`config.mk`:
```
export PLATFORM = sky130hd
export DESIGN_NAME = alu_cmd_sequencer_flat
export DESIGN_NICKNAME = d
export VERILOG_FILES = /design/src/rtl/alu_pkg.sv /design/src/rtl/alu_cmd_sequencer_if.sv /design/src/rtl/alu_regfile.sv /design/src/rtl/alu_cmd_sequencer.sv /design/src/flat_wrapper.sv
export SDC_FILE = /design/constraint.sdc
export NUM_CORES = 1
export LEC_CHECK = 0
export CORE_MARGIN = 8
export CORE_UTILIZATION = 42
export CTS_CLUSTER_DIAMETER = 120
export DETAILED_ROUTE_END_ITERATION = 16
export MAX_ROUTING_LAYER = met4
export PLACE_DENSITY = 0.68
export SLEW_MARGIN = 25
export SYNTH_ARGS = -nofsm -noshare
export SYNTH_HDL_FRONTEND = slang
export SYNTH_HIERARCHICAL = 1
export SYNTH_SLANG_ARGS = --single-unit
```
`constraint.sdc`:
```
create_clock -name clk -period 3.1 [get_ports clk]
set_input_delay 0.31 -clock clk [delete_from_list [all_inputs] [get_ports clk]]
set_output_delay 0.31 -clock clk [all_outputs]
set_load 0.1 [all_outputs]
```
`src/rtl/alu_pkg.sv`:
```
// Shared opcode constants, FSM state encoding and default width for the ALU
// command sequencer.
package alu_pkg;

  localparam int unsigned DATA_W_DEFAULT = 4;

  localparam logic [2:0] OP_ADD = 3'b000;
  localparam logic [2:0] OP_SUB = 3'b001;
  localparam logic [2:0] OP_AND = 3'b010;
  localparam logic [2:0] OP_OR  = 3'b011;
  localparam logic [2:0] OP_XOR = 3'b100;
  localparam logic [2:0] OP_NOT = 3'b101;
  localparam logic [2:0] OP_SHL = 3'b110;
  localparam logic [2:0] OP_SHR = 3'b111;

  typedef enum logic [1:0] {
    ST_IDLE    = 2'b00,
    ST_ISSUE   = 2'b01,
    ST_CAPTURE = 2'b10
  } seq_state_e;

endpackage

```
`src/rtl/alu_cmd_sequencer_if.sv`:
```
// Command handshake and completion signals between a command producer and
// the ALU command sequencer.
interface alu_cmd_sequencer_if #(
  parameter int unsigned DATA_W = 4,
  parameter int unsigned REG_AW = 2
);
  logic              cmd_valid;
  logic              cmd_ready;
  logic [2:0]        cmd_op;
  logic [REG_AW-1:0] cmd_rd;
  logic [REG_AW-1:0] cmd_rs1;
  logic [REG_AW-1:0] cmd_rs2;
  logic              cmd_imm_en;
  logic [DATA_W-1:0] cmd_imm;
  logic              done_valid;
  logic [DATA_W-1:0] done_result;

  modport master (
    output cmd_valid, cmd_op, cmd_rd, cmd_rs1, cmd_rs2, cmd_imm_en, cmd_imm,
    input  cmd_ready, done_valid, done_result
  );

  modport slave (
    input  cmd_valid, cmd_op, cmd_rd, cmd_rs1, cmd_rs2, cmd_imm_en, cmd_imm,
    output cmd_ready, done_valid, done_result
  );
endinterface

```
`src/rtl/alu_regfile.sv`:
```
// Small register file: one synchronous write port, three combinational read
// ports (two operand sources and a debug tap).
module alu_regfile #(
  parameter int unsigned DATA_W = 4,
  parameter int unsigned NREGS  = 4,
  parameter int unsigned REG_AW = 2
) (
  input  logic              clk,
  input  logic              rst_n,
  input  logic              we_i,
  input  logic [REG_AW-1:0] waddr_i,
  input  logic [DATA_W-1:0] wdata_i,
  input  logic [REG_AW-1:0] raddr1_i,
  output logic [DATA_W-1:0] rdata1_o,
  input  logic [REG_AW-1:0] raddr2_i,
  output logic [DATA_W-1:0] rdata2_o,
  input  logic [REG_AW-1:0] raddr3_i,
  output logic [DATA_W-1:0] rdata3_o
);
  logic [DATA_W-1:0] rf_q [NREGS];

  always_ff @(posedge clk or negedge rst_n) begin
    if (!rst_n) begin
      for (int unsigned i = 0; i < NREGS; i++) rf_q[i] <= '0;
    end else if (we_i) begin
      rf_q[waddr_i] <= wdata_i;
    end
  end

  assign rdata1_o = rf_q[raddr1_i];
  assign rdata2_o = rf_q[raddr2_i];
  assign rdata3_o = rf_q[raddr3_i];
endmodule

```
`src/rtl/alu_cmd_sequencer.sv`:
```
// Three-cycle command sequencer: reads operands, drives an external ALU,
// captures its outputs and writes the result back with a done pulse.
module alu_cmd_sequencer
  import alu_pkg::*;
#(
  parameter int unsigned DATA_W = DATA_W_DEFAULT,
  parameter int unsigned NREGS  = 4,
  parameter int unsigned REG_AW = 2
) (
  input  logic              clk,
  input  logic              rst_n,
  alu_cmd_sequencer_if.slave cmd,
  output logic [DATA_W-1:0] alu_a,
  output logic [DATA_W-1:0] alu_b,
  output logic [2:0]        alu_sel,
  input  logic [DATA_W-1:0] alu_result,
  input  logic              alu_carry,
  input  logic              alu_zero,
  output logic              flag_carry,
  output logic              flag_zero,
  input  logic [REG_AW-1:0] dbg_addr,
  output logic [DATA_W-1:0] dbg_data
);
  seq_state_e        state_q;
  logic              ready_q;
  logic [DATA_W-1:0] alu_a_q, alu_b_q, res_q, done_res_q;
  logic [2:0]        alu_sel_q;
  logic [REG_AW-1:0] rd_q;
  logic              cap_carry_q, cap_zero_q;
  logic              done_valid_q, flag_carry_q, flag_zero_q;
  logic [DATA_W-1:0] rs1_data, rs2_data;
  logic              wr_en;

  assign wr_en = (state_q == ST_CAPTURE);

  alu_regfile #(.DATA_W(DATA_W), .NREGS(NREGS), .REG_AW(REG_AW)) u_rf (
    .clk      (clk),
    .rst_n    (rst_n),
    .we_i     (wr_en),
    .waddr_i  (rd_q),
    .wdata_i  (res_q),
    .raddr1_i (cmd.cmd_rs1),
    .rdata1_o (rs1_data),
    .raddr2_i (cmd.cmd_rs2),
    .rdata2_o (rs2_data),
    .raddr3_i (dbg_addr),
    .rdata3_o (dbg_data)
  );

  // ready_q is a registered copy of "next state is IDLE", so it stays low
  // through reset and rises on the first edge after release.
  always_ff @(posedge clk or negedge rst_n) begin
    if (!rst_n) begin
      state_q      <= ST_IDLE;
      ready_q      <= 1'b0;
      alu_a_q      <= '0;
      alu_b_q      <= '0;
      alu_sel_q    <= '0;
      rd_q         <= '0;
      res_q        <= '0;
      cap_carry_q  <= 1'b0;
      cap_zero_q   <= 1'b0;
      done_valid_q <= 1'b0;
      done_res_q   <= '0;
      flag_carry_q <= 1'b0;
      flag_zero_q  <= 1'b0;
    end else begin
      done_valid_q <= 1'b0;
      unique case (state_q)
        ST_IDLE: begin
          if (cmd.cmd_valid && ready_q) begin
            alu_a_q   <= rs1_data;
            alu_b_q   <= cmd.cmd_imm_en ? cmd.cmd_imm : rs2_data;
            alu_sel_q <= cmd.cmd_op;
            rd_q      <= cmd.cmd_rd;
            ready_q   <= 1'b0;
            state_q   <= ST_ISSUE;
          end else begin
            ready_q   <= 1'b1;
          end
        end
        ST_ISSUE: begin
          res_q       <= alu_result;
          cap_carry_q <= alu_carry;
          cap_zero_q  <= alu_zero;
          state_q     <= ST_CAPTURE;
        end
        ST_CAPTURE: begin
          flag_carry_q <= cap_carry_q;
          flag_zero_q  <= cap_zero_q;
          done_res_q   <= res_q;
          done_valid_q <= 1'b1;
          ready_q      <= 1'b1;
          state_q      <= ST_IDLE;
        end
        default: begin
          ready_q <= 1'b0;
          state_q <= ST_IDLE;
        end
      endcase
    end
  end

  assign cmd.cmd_ready   = ready_q;
  assign cmd.done_valid  = done_valid_q;
  assign cmd.done_result = done_res_q;
  assign alu_a           = alu_a_q;
  assign alu_b           = alu_b_q;
  assign alu_sel         = alu_sel_q;
  assign flag_carry      = flag_carry_q;
  assign flag_zero       = flag_zero_q;
endmodule

```
`src/flat_wrapper.sv`:
```
// flat-port wrapper written by rule: the top's interface ports become plain ports
module alu_cmd_sequencer_flat import alu_pkg::*;
#(
  parameter int unsigned DATA_W = DATA_W_DEFAULT,
  parameter int unsigned NREGS  = 4,
  parameter int unsigned REG_AW = 2
)
  (clk, rst_n, alu_a, alu_b, alu_sel, alu_result, alu_carry, alu_zero, flag_carry, flag_zero, dbg_addr, dbg_data, cmd_cmd_valid, cmd_cmd_op, cmd_cmd_rd, cmd_cmd_rs1, cmd_cmd_rs2, cmd_cmd_imm_en, cmd_cmd_imm, cmd_cmd_ready, cmd_done_valid, cmd_done_result);
  alu_cmd_sequencer_if #(.DATA_W(DATA_W), .REG_AW(REG_AW)) cmd_i ();
  input  logic clk;
  input  logic rst_n;
  output logic [DATA_W-1:0] alu_a;
  output logic [DATA_W-1:0] alu_b;
  output logic [2:0] alu_sel;
  input  logic [DATA_W-1:0] alu_result;
  input  logic alu_carry;
  input  logic alu_zero;
  output logic flag_carry;
  output logic flag_zero;
  input  logic [REG_AW-1:0] dbg_addr;
  output logic [DATA_W-1:0] dbg_data;
  input wire logic [$bits(cmd_i.cmd_valid)-1:0] cmd_cmd_valid;
  input wire logic [$bits(cmd_i.cmd_op)-1:0] cmd_cmd_op;
  input wire logic [$bits(cmd_i.cmd_rd)-1:0] cmd_cmd_rd;
  input wire logic [$bits(cmd_i.cmd_rs1)-1:0] cmd_cmd_rs1;
  input wire logic [$bits(cmd_i.cmd_rs2)-1:0] cmd_cmd_rs2;
  input wire logic [$bits(cmd_i.cmd_imm_en)-1:0] cmd_cmd_imm_en;
  input wire logic [$bits(cmd_i.cmd_imm)-1:0] cmd_cmd_imm;
  output wire logic [$bits(cmd_i.cmd_ready)-1:0] cmd_cmd_ready;
  output wire logic [$bits(cmd_i.done_valid)-1:0] cmd_done_valid;
  output wire logic [$bits(cmd_i.done_result)-1:0] cmd_done_result;
  assign cmd_i.cmd_valid = cmd_cmd_valid;
  assign cmd_i.cmd_op = cmd_cmd_op;
  assign cmd_i.cmd_rd = cmd_cmd_rd;
  assign cmd_i.cmd_rs1 = cmd_cmd_rs1;
  assign cmd_i.cmd_rs2 = cmd_cmd_rs2;
  assign cmd_i.cmd_imm_en = cmd_cmd_imm_en;
  assign cmd_i.cmd_imm = cmd_cmd_imm;
  assign cmd_cmd_ready = cmd_i.cmd_ready;
  assign cmd_done_valid = cmd_i.done_valid;
  assign cmd_done_result = cmd_i.done_result;
  alu_cmd_sequencer #(.DATA_W(DATA_W), .NREGS(NREGS), .REG_AW(REG_AW)) u_core (.clk(clk), .rst_n(rst_n), .cmd(cmd_i), .alu_a(alu_a), .alu_b(alu_b), .alu_sel(alu_sel), .alu_result(alu_result), .alu_carry(alu_carry), .alu_zero(alu_zero), .flag_carry(flag_carry), .flag_zero(flag_zero), .dbg_addr(dbg_addr), .dbg_data(dbg_data));
endmodule
```
==> impl_results.md, run 1 <==
* Mapped Cells at 116
* Area delta synth->final at 31.2%
* Placer congestion estimate at 0.779
* DP Area at 0.00258 mm^2
* Worst Path Arrival at 1810 ps
* Initial Utilization at 43.6%
* Vias in the first global route at 1358
* Share of cells above drive strength 1 at 41.1%
* Crit start category: flip-flop
* Most common cell after layout, fill and taps aside: dfrtp_1
* Top delay family on crit path: buffers and inverters
* N_diodes at 0
* Synthesized area at 0.00206 mm^2
* Final hold vios at 0
* Post-Route M1 WL at 1.86 mm
* R2r setup slk at 1340 ps
* Clock Skew at 2.82 ps
* WP buf/inv at 1
* TritonCTS Buffers at 5
* Reg2Reg Depth at 4
* Distinct cells, synth at 16
* Final Max Slew Viols at 0
* Synth Flop Type: dfrtp_1
* Outcome: complete, no violations
* Critical Path Slowest Stage Cell: clkdlybuf4s50_1
* Max Used Layer: met4
* Post-place setup slack at 945 ps
* Drt total wl at 4.28 mm
* Final WS setup at 978 ps
* CP peak stage delay at 1140 ps
* Crit path launch: u_core/cmd.cmd_ready$_DFFE_PN0P_
* DR WL/cell at 18.2 um
* Post-Place Cells at 227
* Drc violations at 0
* Largest net degree at the start of global routing at 46
* Drt pass-1 iters at 4
* FP Rows at 25
* Synth warnings at 6
* Crit Path Class: flip-flop to output port
* H-Tree Depth at 2
* Most frequent cells in the layout: dfrtp_1 (45), clkdlybuf4s50_1 (42), mux2_2 (37), mux4_2 (9), mux2_4 (8)
* Die area at 0.00740 mm^2
* Initial antenna violation count at 0
* WL met2 at 2.05 mm
* Reg clk slew, reported paths at 80 ps
* Routed Antenna Nets at 0
* Critical path data required time at 2790 ps
* Flops & latches, synth at 45
* Critical-path cell list: clkdlybuf4s50_1
* Clock Sinks at 45
* Core Region at 0.00472 mm^2
* # Max-Cap Violations at 0
* Syn Nets at 141
* Die Span X at 86.0 um
* First-pass GRT wire length at 7.00 mm
* Post-CTS Resized at 0
* Root buf cell: clkbuf_8
* I/O Buffers at 47
* Worst hold path type: input port to asynchronous set/reset pin
* Setup Buffers After CTS at 0
* Clk buf depth at 2
* Final HPWL DP at 3.23 mm
* Post-Layout Cell Count at 235
* Setup-failing EPs final at 0
* Post-route clock period utilization at 68.5%
* Die height at 86.0 um
* Worst-skew pair later-pin latency at 290 ps
* DR vias at 1204
* Async S/R FF share, synth at 100%
* RSZ-0062 raised after global routing: false
* Rel. slew slack at 34.1%
* Worst-Margin Slew at 985 ps
* CTS tree: built
* Initial DRC count at 62
* Hold Buf Count CTS at 0
* Avg Cell Area, Syn at 17.7 um^2
* Post-route setup TNS at 0 ps
* Via/cell ratio at 5.12
* Sequential area share after synthesis at 54.7%
* Worst reg2reg endpoint: u_core/u_rf/rf_q[12]$_DFFE_PN0P_
* CP Capture Type: output port
* Met3 WL at 320 um
* Worst R2R Start: u_core/state_q[0]$_DFFE_PN0P_
* Number of filler cells placed in the layout at 379
* Top fanout value on the critical path at 3
* Max Fclk at 471 MHz
* # nets final at 192
* Global Route Usage Sum at 12.7%
* EDFF count, synth at 0
* GRT overflow at 0
* Design area at 0.00270 mm^2
* Post-layout min period at 2120 ps
* Io pins at 48
## per-layer routing
layer / track usage [%] / up-vias
li1: - / 542
met1: 15.1 / 609
met2: 19.5 / 46
met3: 4.39 / 7
met4: 4.30 / 0
met5: - / -
## worst max-delay path by stage
stage | cells after the start | slack (ps) | to
2_1_floorplan | 4 | 1100 | u_core/alu_a[2]$_DFFE_PN0P_
3_3_place_gp | 4 | 970 | u_core/alu_b[3]$_DFFE_PN0P_
3_5_place_dp | 4 | 940 | u_core/alu_b[3]$_DFFE_PN0P_
4_1_cts | 1 | 950 | cmd_cmd_ready
5_1_grt | 1 | 920 | cmd_cmd_ready
6_report | 1 | 980 | cmd_cmd_ready
## cell families after synthesis
kind of cell           share of synthesized area, %
muxes                                          39.8
DFF                                            54.7
and+or+nand+nor                                3.28
buffers and inverters                          2.01
AOI/OAI and AO/OA                             0.243
## layout make-up
type                       count  area (um^2)  area share (%)
clock buffer                   7         86.3            3.20
clock inverter                 1         30.0            1.11
inverter                       1         3.75           0.139
multi-input combinational     66          906            33.5
sequential                    45         1130            41.7
tap                           67         83.8            3.10
timing repair buffer          48          465            17.2
## stage by stage
stage	util, %	hold slack [ps]
floorplan	-	14.4
global placement	54.7	486
detailed placement	54.7	495
CTS	57.1	185
global route	57.2	33.7
finish	57.2	4.81
## registers in the layout, indices dropped and copies added, names as in the netlist
name	cells
u_core/alu_a	4
u_core/state_q	2
u_core/cmd.done_result	4
u_core/cap_carry_q	1
u_core/cmd.cmd_ready	1
u_core/alu_b	4
u_core/cmd.done_valid	1
u_core/alu_sel	3
u_core/flag_carry	1
u_core/u_rf/rf_q	16
u_core/rd_q	2
u_core/flag_zero	1
u_core/res_q	4
u_core/cap_zero_q	1
## synthesized netlist by cell type (2+ instances only)
library cell | count | area (um^2)
nand2b_1 | 2 | 12.5
dfrtp_1 | 45 | 1130
mux4_2 | 9 | 203
mux2_2 | 37 | 417
mux4_1 | 3 | 78.8
mux2_4 | 8 | 120
buf_2 | 2 | 10.0
nand3b_1 | 2 | 15.0
Power of run 1 is not shown: default switching activity piles up to over one toggle a cycle in this logic, so the estimate is an artifact.
==> run 2: changes to the inputs <==
==> constraint.sdc (replaced) <==
create_clock -name clk -period 2.23 [get_ports clk]
set_input_delay 0.223 -clock clk [delete_from_list [all_inputs] [get_ports clk]]
set_output_delay 0.223 -clock clk [all_outputs]
set_load 0.1 [all_outputs]
==> run 2 against run 1 <==
Sequential cell count did not move. Sequential share of layout area fell by 0.19 points. Hold slack improved by 460 ps. Core utilization rose by 0.26 points. Worst setup slack got worse by 660 ps. Wire length fell by 0.30%. First-iteration DRC count rose by 69%. Via count rose by 1.7%. Critical path type is now input port to output port. Largest cell class unchanged.
==> impl_results.md, run 2 (synthesized netlist as in run 1, its figures left out) <==
* Number of filler cells placed in the layout at 361
* Largest net degree at the start of global routing at 46
* Area of the multi-input gates at 906 um^2
* Worst Path Arrival at 1690 ps
* Most common cell after layout, fill and taps aside: dfrtp_1
* Final Max Slew Viols at 0
* Post-route clock period utilization at 85.6%
* # Max-Cap Violations at 0
* Die height at 86.0 um
* Root buf cell: clkbuf_8
* Worst hold path type: input port to asynchronous set/reset pin
* DR WL/cell at 18.1 um
* Vias in the first global route at 1384
* Crit Path Class: input port to output port
* Global Route Usage Sum at 12.7%
* GRT overflow at 0
* # nets final at 193
* Core Region at 0.00472 mm^2
* Via/cell ratio at 5.19
* Top reg by flops: u_core/u_rf/rf_q
* Outcome: complete, no violations
* Critical path data required time at 2010 ps
* FP Rows at 25
* Die Span X at 86.0 um
* Routed Antenna Nets at 0
* Reg clk slew, reported paths at 80 ps
* N_diodes at 0
* Clk buf depth at 2
* Drt pass-1 iters at 4
* Post-layout min period at 1910 ps
* Final hold vios at 0
* Final HPWL DP at 3.17 mm
* Clock Skew at 6.01 ps
* Rel. slew slack at 60.7%
* Max Fclk at 524 MHz
* Drt total wl at 4.26 mm
* Worst-skew pair later-pin latency at 290 ps
* First-pass GRT wire length at 7.09 mm
* Crit start category: input port
* CP Capture Type: output port
* Setup-failing EPs final at 0
* RSZ-0062 raised after global routing: false
* Initial DRC count at 105
* Area delta synth->final at 31.9%
* Die area at 0.00740 mm^2
* Worst-Margin Slew at 589 ps
* Setup Buffers After CTS at 0
* Share of cells above drive strength 1 at 52.1%
* Most frequent cells in the layout: dfrtp_1 (45), mux2_2 (37), clkdlybuf4s50_1 (23), buf_4 (21), mux4_2 (9)
* Placer congestion estimate at 0.728
* Post-route setup TNS at 0 ps
* Max FFs per register at 16
* Top fanout value on the critical path at 4
* TritonCTS Buffers at 5
* Clock Sinks at 45
* Io pins at 48
* Drc violations at 0
* CTS tree: built
* DR vias at 1224
* I/O Buffers at 47
* H-Tree Depth at 2
* Seq. cell area at 0.00113 mm^2
* Initial Utilization at 43.6%
* Initial antenna violation count at 0
-- run 2: changes by cell type in the layout (fill, tap and decap cells not counted), sizes merged --
cell and delta:
clkdlybuf4s50 -19, buf +19, dlygate4sd3 +1
-- run 2: final timing paths --
| kind | startpoint | end | slack (ps) | cells past startpoint |
|---|---|---|---|---|
| max reg2reg | u_core/state_q[0]$_DFFE_PN0P_ | u_core/u_rf/rf_q[13]$_DFFE_PN0P_ | 480 | 4 |
| min | rst_n | u_core/alu_b[3]$_DFFE_PN0P_ | 470 | 2 |
| min in group clk | u_core/cap_carry_q$_DFFE_PN0N_ | u_core/flag_carry$_DFFE_PN0N_ | 510 | 1 |
| max in group asynchronous | rst_n | u_core/u_rf/rf_q[1]$_DFFE_PN0P_ | 1390 | 2 |
| min reg2reg | u_core/cap_carry_q$_DFFE_PN0N_ | u_core/flag_carry$_DFFE_PN0N_ | 510 | 1 |
| max | dbg_addr[0] | dbg_data[1] | 320 | 3 |
-- run 2: final cells by class --
cell class                 count  area share [%]
clock inverter                 1            1.11
inverter                       1           0.138
sequential                    45            41.5
tap                           67            3.09
clock buffer                   7            3.18
timing repair buffer          49            17.6
multi-input combinational     66            33.4
-- run 2: timing repair --
item | 4_1_cts | 5_1_grt
gates resized for setup | 0 | 0
hold endpoints to repair | 0 | 45
setup endpoints to repair | 0 | 0
hold buffers | 0 | 1
-- run 2: metrics by stage --
stage / setup slack, ps / hold WS [ps] / std cells / area, um^2 / utilization (%)
after floorplan: 229 / -72.6 / 116 / 2060 / -
after global placement: 187 / 416 / 227 / 2580 / 54.7
after detailed placement: 192 / 442 / 227 / 2580 / 54.7
after CTS: 307 / 118 / 235 / 2700 / 57.2
after global routing: 280 / 512 / 236 / 2710 / 57.5
final: 321 / 467 / 236 / 2710 / 57.5
-- run 2: worst max-delay path, stage by stage --
cell             delay, ps
clkdlybuf4s50_1        620
mux4_1                 650
buf_12                 200
-- run 2: routing by layer --
metal	track usage [%]	routed length, um	share of wire [%]
met5	-	0	0
met4	2.87	29	0.68
met3	5.06	321	7.5
met2	18.6	1950	46
met1	16.1	1960	46
Power of run 2 is left out for the same reason.
==> run 3: changes to the inputs <==
--- a/config.mk
+++ b/config.mk
@@ -14,5 +14,4 @@
 export SLEW_MARGIN = 25
 export SYNTH_ARGS = -nofsm -noshare
 export SYNTH_HDL_FRONTEND = slang
-export SYNTH_HIERARCHICAL = 1
 export SYNTH_SLANG_ARGS = --single-unit
==> run 3 against run 2 <==
Via count is 4.0% higher. Sequential cell count is the same. Worst setup slack improved by 52 ps. First-iteration DRC count fell by 43%. Critical path type unchanged. Largest cell class unchanged.
==> impl_results.md, run 3 <==
* Syn Nets at 158
* Clock Skew at 3.07 ps
* Post-route clock period utilization at 83.3%
* Main combinational cell family by area after synthesis: multiplexers
* Vias in the first global route at 1400
* Worst-skew pair later-pin latency at 290 ps
* Setup-failing EPs final at 0
* Placer congestion estimate at 0.767
* FP Rows at 25
* Crit Path Class: input port to output port
* Global Route Usage Sum at 12.7%
* Io pins at 48
* Reg2Reg Depth at 3
* DP Area at 0.00255 mm^2
* Worst-Margin Slew at 639 ps
* Rel. slew slack at 57.3%
* Cell with the most instances after synthesis: dfrtp_1
* Die height at 85.8 um
* Synth Flop Type: dfrtp_1
* RSZ-0062 raised after global routing: false
* Synth area leader: dfrtp_1
* Avg Cell Area, Syn at 15.4 um^2
* First-pass GRT wire length at 7.12 mm
* Top reg by flops: u_core.u_rf.rf_q
* Initial Utilization at 43.3%
* Area delta synth->final at 29.6%
* # Max-Cap Violations at 0
* Reg clk slew, reported paths at 80 ps
* Max FFs per register at 16
* Post-route setup TNS at 0 ps
* Synth warnings at 0
* Final core utilization at 56.1%
* Crit start category: input port
* Drc violations at 0
* Max Fclk at 538 MHz
* Drt pass-1 iters at 4
* Synth top cells by count: dfrtp_1 (45), mux2_2 (30), nand2_1 (18)
* Async S/R FF share, synth at 100%
* Post-place setup slack at 366 ps
* TritonCTS Buffers at 5
* CTS tree: built
* Most common cell after layout, fill and taps aside: dfrtp_1
* Mux cell area share after synthesis at 32.8%
* Distinct cells, synth at 20
* Largest net degree at the start of global routing at 46
* EDFF count, synth at 0
* Post-Synth Adder-Cell Area at 0%
* Synthesized area at 0.00205 mm^2
* Synth area leaders: dfrtp_1 (55%), mux2_2 (17%), mux4_2 (9.9%), mux4_1 (3.9%), nand2_1 (3.3%)
* Mapped Cells at 133
* Worst Path Arrival at 1630 ps
* DR vias at 1273
* Share of the synthesized area in the top cell type at 55.0%
* Sequential area share after synthesis at 55.0%
* Drt total wl at 4.32 mm
* # nets final at 208
* Post-layout min period at 1860 ps
* Initial DRC count at 60
* I/O Buffers at 47
* CP Capture Type: output port
* Number of filler cells placed in the layout at 403
* Design area at 0.00265 mm^2
* Setup Buffers After CTS at 0
* Area of the multi-input gates at 881 um^2
* Final WS setup at 373 ps
* DR WL/cell at 17.2 um
* Clk buf depth at 2
* N_diodes at 0
* Compound-gate portion of the synthesized area at 1.22%
* Clock Sinks at 45
* Final HPWL DP at 3.26 mm
* Die Span X at 85.8 um
* Outcome: complete, no violations
* Simple-gate area share of the yosys netlist at 9.05%
* Flops & latches, synth at 45
* Share of cells above drive strength 1 at 40.8%
* Routed Antenna Nets at 0
* Crit path launch: dbg_addr[0]
* Final hold vios at 0
* H-Tree Depth at 2
* GRT overflow at 0
* Critical path data required time at 2010 ps
* Seq. cell area at 0.00113 mm^2
* Initial antenna violation count at 0
* Top fanout value on the critical path at 4
* Worst R2R Start: u_core.state_q[0]$_DFFE_PN0P_
* Final Max Slew Viols at 0
* Post-CTS Resized at 0
* Worst hold path type: input port to asynchronous set/reset pin
* Core Region at 0.00472 mm^2
* Root buf cell: clkbuf_8
* Most frequent cells in the layout: dfrtp_1 (45), mux2_2 (30), clkdlybuf4s50_1 (23), buf_4 (20), nand2_1 (18)
* Hold Buf Count CTS at 0
* Die area at 0.00736 mm^2
* Via/cell ratio at 5.07
* Post-synthesis xor/xnor area fraction at 0%
[run 3: cell types whose count changed after synthesis, sizes merged, moves of 2 or more]
cell	previous run	this run
mux2i	0	4
nor2	0	4
nand3b	2	0
mux2	45	31
a21oi	1	5
nand2	0	18
[run 3: final cells by class]
| class | instances | share of cell area [%] |
|---|---|---|
| inverters | 1 | 0.236 |
| multi-input cells | 82 | 33.2 |
| repair buffers | 48 | 17.7 |
| clock buffers | 7 | 2.88 |
| clock inverters | 1 | 0.283 |
| well taps | 67 | 3.16 |
| flip-flops and latches | 45 | 42.5 |
[run 3: path summary, 6_finish.rpt]
path / endpoint / slack [ps]
worst max register to register: u_core.u_rf.rf_q[11]$_DFFE_PN0P_ / 480
worst max-delay path: dbg_data[2] / 370
min in group clk: u_core.flag_carry$_DFFE_PN0N_ / 480
max in group asynchronous: u_core.u_rf.rf_q[10]$_DFFE_PN0P_ / 1390
worst min register to register: u_core.flag_carry$_DFFE_PN0N_ / 480
worst min-delay path: u_core.alu_sel[0]$_DFFE_PN0P_ / 450
[run 3: critical path: stages]
cell             delay [ps]
clkdlybuf4s50_1         630
mux4_2                  590
buf_12                  190
[run 3: stage by stage]
stage / hold WS (ps) / cells
after global routing: 500 / 251
after floorplan: -72.6 / 133
final: 454 / 251
after CTS: 109 / 250
after global placement: 407 / 242
after detailed placement: 440 / 242
[run 3: cell families (layout without fill, tap and decap cells)]
group | count (synthesis) | in the layout
flip-flops | 45 | 45
AND/OR/NAND/NOR | 30 | 30
buffers and inverters | 6 | 57
AO/OA/AOI/OAI | 5 | 5
multiplexers | 47 | 47
[run 3: per-layer routing]
| metal | vias up | wire length [um] | share of wire (%) | track usage [%] |
|---|---|---|---|---|
| li1 | 586 | - | - | - |
| met1 | 638 | 1830 | 42 | 14.8 |
| met2 | 43 | 2120 | 49 | 19.5 |
| met3 | 6 | 289 | 6.7 | 4.30 |
| met4 | 0 | 72 | 1.7 | 5.57 |
| met5 | - | 0 | 0 | - |
Power of run 3 is left out for the same reason.
